[config.mk]
export PLATFORM = sky130hd
export DESIGN_NAME = car_pass_gen
export DESIGN_NICKNAME = d
export VERILOG_FILES = /design/src/rtl/car_pass_gen.sv
export SDC_FILE = /design/constraint.sdc
export NUM_CORES = 1
export LEC_CHECK = 0
export BUFFER_PORTS_ARGS = -buffer_cell sky130_fd_sc_hd__buf_2
export CORE_MARGIN = 1.5
export CORE_UTILIZATION = 55
export CTS_BUF_LIST = sky130_fd_sc_hd__clkbuf_4
export CTS_CLUSTER_SIZE = 16
export DETAILED_ROUTE_END_ITERATION = 8
export PLACE_DENSITY = 0.87
export SLEW_MARGIN = 10
export SYNTH_ARGS = -nofsm -noshare
export SYNTH_HDL_FRONTEND = slang
export SYNTH_SLANG_ARGS = --single-unit
[constraint.sdc]
create_clock -name clk -period 3.29 [get_ports clk]
set_input_delay 0.329 -clock clk [delete_from_list [all_inputs] [get_ports clk]]
set_output_delay 0.329 -clock clk [all_outputs]
set_load 0.02 [all_outputs]
[src/rtl/car_pass_gen.sv]
// car_pass_gen: drives the botonA/botonB barrier lines through the phase
// sequence of a car entering or leaving, and counts completed passages.
// Optional feature macro: CARGEN_BACKOUT_EN (aborted passages P1 -> P2 -> P1 -> GAP).
module car_pass_gen #(
  parameter int unsigned HOLD_CYCLES = 4,
  parameter int unsigned GAP_CYCLES  = 2
) (
  input  logic       clk,
  input  logic       reset,
  input  logic       start,
  input  logic       dir,
  input  logic       backout,
  output logic       botonA,
  output logic       botonB,
  output logic       busy,
  output logic       done,
  output logic       aborted,
  output logic [7:0] n_entries,
  output logic [7:0] n_exits
);

  localparam logic [7:0] HoldLoad = 8'(HOLD_CYCLES - 1);
  localparam logic [7:0] GapLoad  = 8'(GAP_CYCLES - 1);

  typedef enum logic [2:0] {StIdle, StP1, StP2, StP3, StGap} state_e;

  state_e     state_q, state_d;
  logic [7:0] cnt_q, cnt_d;
  logic       dir_q, dir_d;
  logic       abort_q, abort_d;
  logic       backout_cap;

  logic       a_q, a_d, b_q, b_d;
  logic       busy_q, busy_d, done_q, done_d, aborted_q, aborted_d;
  logic [7:0] n_entries_q, n_entries_d, n_exits_q, n_exits_d;

`ifdef CARGEN_BACKOUT_EN
  assign backout_cap = backout;
`else
  logic unused_backout;
  assign unused_backout = backout;
  assign backout_cap    = 1'b0;
`endif

  // State register: phase FSM, phase counter and captured request.
  always_ff @(posedge clk or posedge reset) begin
    if (reset) begin
      state_q <= StIdle;
      cnt_q   <= '0;
      dir_q   <= 1'b0;
      abort_q <= 1'b0;
    end else begin
      state_q <= state_d;
      cnt_q   <= cnt_d;
      dir_q   <= dir_d;
      abort_q <= abort_d;
    end
  end

  // Next-state: advance a phase when the counter hits zero, reloading it on every change.
  always_comb begin
    state_d = state_q;
    cnt_d   = cnt_q;
    dir_d   = dir_q;
    abort_d = abort_q;
    case (state_q)
      StIdle: begin
        if (start) begin
          state_d = StP1;
          cnt_d   = HoldLoad;
          dir_d   = dir;
          abort_d = backout_cap;
        end
      end
      StP1: begin
        if (cnt_q == '0) begin
          state_d = StP2;
          cnt_d   = HoldLoad;
        end else begin
          cnt_d = cnt_q - 8'd1;
        end
      end
      StP2: begin
        if (cnt_q == '0) begin
          state_d = StP3;
          cnt_d   = HoldLoad;
        end else begin
          cnt_d = cnt_q - 8'd1;
        end
      end
      StP3: begin
        if (cnt_q == '0) begin
          state_d = StGap;
          cnt_d   = GapLoad;
        end else begin
          cnt_d = cnt_q - 8'd1;
        end
      end
      StGap: begin
        if (cnt_q == '0) begin
          state_d = StIdle;
          cnt_d   = '0;
        end else begin
          cnt_d = cnt_q - 8'd1;
        end
      end
      default: begin
        state_d = StIdle;
        cnt_d   = '0;
      end
    endcase
  end

  // Outputs: decoded from the next state so the registered lines line up with the FSM.
  always_comb begin
    a_d         = 1'b0;
    b_d         = 1'b0;
    busy_d      = (state_d != StIdle);
    done_d      = (state_d == StGap) && (cnt_d == '0);
    aborted_d   = 1'b0;
    n_entries_d = n_entries_q;
    n_exits_d   = n_exits_q;
    case (state_d)
      // Entry trips the outer barrier (A) first; exit trips B first.
      StP1: begin
        a_d = ~dir_d;
        b_d = dir_d;
      end
      StP2: begin
        a_d = 1'b1;
        b_d = 1'b1;
      end
      // A backed-out car returns to its first-phase pattern.
      StP3: begin
        a_d = abort_d ? ~dir_d : dir_d;
        b_d = abort_d ? dir_d : ~dir_d;
      end
      default: begin
        a_d = 1'b0;
        b_d = 1'b0;
      end
    endcase
    if (done_d) begin
      aborted_d = abort_d;
      if (!abort_d) begin
        if (dir_d) n_exits_d = n_exits_q + 8'd1;
        else       n_entries_d = n_entries_q + 8'd1;
      end
    end
  end

  // Output registers.
  always_ff @(posedge clk or posedge reset) begin
    if (reset) begin
      a_q         <= 1'b0;
      b_q         <= 1'b0;
      busy_q      <= 1'b0;
      done_q      <= 1'b0;
      aborted_q   <= 1'b0;
      n_entries_q <= '0;
      n_exits_q   <= '0;
    end else begin
      a_q         <= a_d;
      b_q         <= b_d;
      busy_q      <= busy_d;
      done_q      <= done_d;
      aborted_q   <= aborted_d;
      n_entries_q <= n_entries_d;
      n_exits_q   <= n_exits_d;
    end
  end

  assign botonA    = a_q;
  assign botonB    = b_q;
  assign busy      = busy_q;
  assign done      = done_q;
  assign aborted   = aborted_q;
  assign n_entries = n_entries_q;
  assign n_exits   = n_exits_q;

endmodule

==> flow_metrics.py <==
metrics = {
    "power_and_ir_drop": {
        "p_per_area_nw_per_um2": 307,
        "power.leakage_uw": 0.00100,
        "max-vdd-ir-drop_mv": 0.230,
    },
    "critical_path": {
        "rr_worst_depth": 9,
        "path_class": "register to register",
        "end_kind": "register",
        "path_max_fanout": 7,
        "cp-startpoint": "cnt_q[0]$_DFF_PP0_",
        "cp.arrival_ns": 3.31,
        "crit_path_start_kind": "register",
        "worstReg2RegStart": "cnt_q[0]$_DFF_PP0_",
        "critPathRequiredTime_ns": 3.52,
    },
    "cells_and_area": {
        "syn_to_final_growth_pct": 11.3,
        "nNetsFinal": 216,
        "final_util_pct": 66.2,
        "diodes": 0,
        "drive_gt1_share_pct": 23.4,
    },
    "floorplan": {
        "placement_rows": 20,
        "ios": 26,
        "die_h_um": 61.2,
        "die_w_um": 61.2,
        "core_area_um2": 3130,
        "initial_core_util_pct": 59.5,
        "dieArea_um2": 3740,
    },
    "cts": {
        "clock_path_buffers": 2,
        "clock_sinks": 34,
        "htreeDepth": 2,
        "cts_root_buffer": "clkbuf_4",
        "worstSkewPairLatency_ns": 0.34,
        "cts_made_buffers": 5,
        "path_clk_slew_ns": 0.10,
        "cts_tree": "yes",
    },
    "global_route": {
        "grt_pass1_vias": 1404,
        "grt_overflow": 0,
        "grt_pass1_wl_mm": 6.29,
        "antenna_found_initial": 0,
        "grt_max_degree": 35,
        "grt_usage_pct": 23.4,
    },
    "routing": {
        "first_pass_iters": 4,
        "wl_per_cell_um": 15.3,
        "ant_nets": 0,
        "routed_wirelength_mm": 3.81,
        "viasPerCell": 5.80,
        "drt_iter0_markers": 79,
        "route.detailed.drc": 0,
        "vias": 1443,
    },
    "hold_path": {
        "min_path_type": "primary input to async pin",
    },
    "synth": {
        "yosysUniqueCellTypes": 52,
        "synth_most_common_cell": "dfrtp_1",
        "synth_common_cells": "dfrtp_1, nand2_1, xnor2_1",
        "synth-seq-cells": 34,
        "ys_async_sr_fraction_pct": 100,
        "synth.avg_cell_area_um2": 10.6,
        "synth_top_cell_by_area": "dfrtp_1",
        "synth_edf_count": 0,
        "synth.net_count": 186,
        "synthCells": 176,
        "ys.warnings.count": 0,
        "yosys_most_used_dff": "dfrtp_1",
        "synth_area_leaders": "dfrtp_1, xnor2_1, nand2_1",
        "seq_area_frac_synth_pct": 45.7,
        "syn_area_um2": 1860,
        "synth_top_area_share_pct": 45.7,
    },
    "sta": {
        "rsz0062_at_grt": "false",
        "finalCritPeriodShare_pct": 93.7,
        "worst_slew_pin_slew_ns": 0.559,
        "fin_crit_ns": 3.08,
        "final_max_slew_viol_count": 0,
        "fin_worst_skew_ns": 0.00749,
        "holdWs_ns": 0.0582,
        "finalSetupTns_ns": 0,
        "hold_viol_final": 0,
        "slew_headroom_pct": 62.5,
        "setup_viol": 0,
        "fmaxAchievable_mhz": 324,
    },
    "placement": {
        "place_congestion": 0.869,
        "dp_hpwl_mm": 2.83,
        "numPortBuffers": 24,
    },
    "flow_run": {
        "maxCapViolCount": 0,
    },
    "status": {
        "outcome": "completed",
    },
}
[state kept, by name (all words and copies together), names as in the netlist]
| name | cells |
|---|---|
| botonA | 1 |
| aborted | 1 |
| cnt_q | 8 |
| busy | 1 |
| dir_q | 1 |
| abort_q | 1 |
| state_q | 3 |
| n_entries | 8 |
| botonB | 1 |
| done | 1 |
| n_exits | 8 |
[critical path: stages, from the launching register on]
cell and delay, ns:
dfrtp_1 0.48, inv_1 0.15, ha_1 0.25, nor4b_4 0.16, and2_2 0.25, or3_1 0.37, or3_1 0.37, nor4_4 0.44
nand2_1 0.18, mux2_4 0.32
[path summary, 6_finish.rpt]
kind / end / slack (ns)
hold / removal: cnt_q[6]$_DFF_PP0_ / 0.06
hold reg to reg: n_exits[7]$_DFFE_PP0P_ / 0.48
max in group asynchronous: n_entries[4]$_DFFE_PP0P_ / 2.92
setup / recovery: n_exits[1]$_DFFE_PP0P_ / 0.21
setup reg to reg: n_exits[1]$_DFFE_PP0P_ / 0.21
min in group clk: dir_q$_DFF_PP0_ / 0.40
[where the power goes]
group	internal [µW]	total, µW	switching (µW)	leakage [µW]
clock network	72.9	206	133	0.0000246
logic	2.31	11.4	9.04	0.000539
registers	418	418	0	0.000440
total	493	635	142	0.00100
[cells in the final DEF, fill, tap and decap left out, types with 2 or more instances in the layout]
cell type and count:
a211o_1 2, a211oi_1 3, a21o_1 3, a21oi_1 8, a31oi_1 3, and2_1 4
and3_1 2, buf_2 24, buf_4 4, clkbuf_4 5, dfrtp_1 34, ha_1 5
inv_1 9, mux2_4 2, nand2_1 18, nand3_1 3, nand4_1 9, nor2_1 10
nor3_1 6, nor4_4 2, o21a_1 3, or3_1 3, xnor2_1 12, xor2_1 3
[what timing repair did]
| action | in CTS | in global routing |
|---|---|---|
| setup endpoints to repair | 0 | 3 |
| setup buffers | 0 | 0 |
| hold buffers | 0 | 0 |
| resized for setup | 0 | 0 |
[logic make-up after synthesis]
kind of cell,Yosys count,synth area share [%]
AND/OR/NAND/NOR,72,24.7
flip-flops,34,45.7
XOR/XNOR,15,7.06
multiplexers,3,2.15
buffers and inverters,14,3.77
adder cells (fa/ha/maj),6,3.90
AO/OA/AOI/OAI,32,12.7
[per-stage QoR]
stage          setup WS, ns  cell area, µm²  power (µW)  std cells
4_1_cts               0.206            2070         643        249
3_5_place_dp          0.243            2030         438        243
5_1_grt              0.0921            2070         663        249
6_report              0.208            2070         635        249
3_3_place_gp          0.293            2030         437        243
2_1_floorplan         0.645            1860         432        176
[metal layers]
layer	share of wire (%)	GRT usage, %	vias to the layer above
met1	41	29.9	698
met5	0	0	-
met4	1.3	8.07	0
li1	-	-	689
met2	51	38.0	49
met3	6.3	6.93	7
[area by class of cell]
class / count / area [µm²]
fillers: 262 / 1060
multi-input cells: 128 / 940
clock inverters: 1 / 3.75
clock buffers: 5 / 37.5
inverters: 9 / 33.8
repair buffers: 28 / 150
well taps: 44 / 55.1
flip-flops and latches: 34 / 851
(Power assumes the default switching activity.)
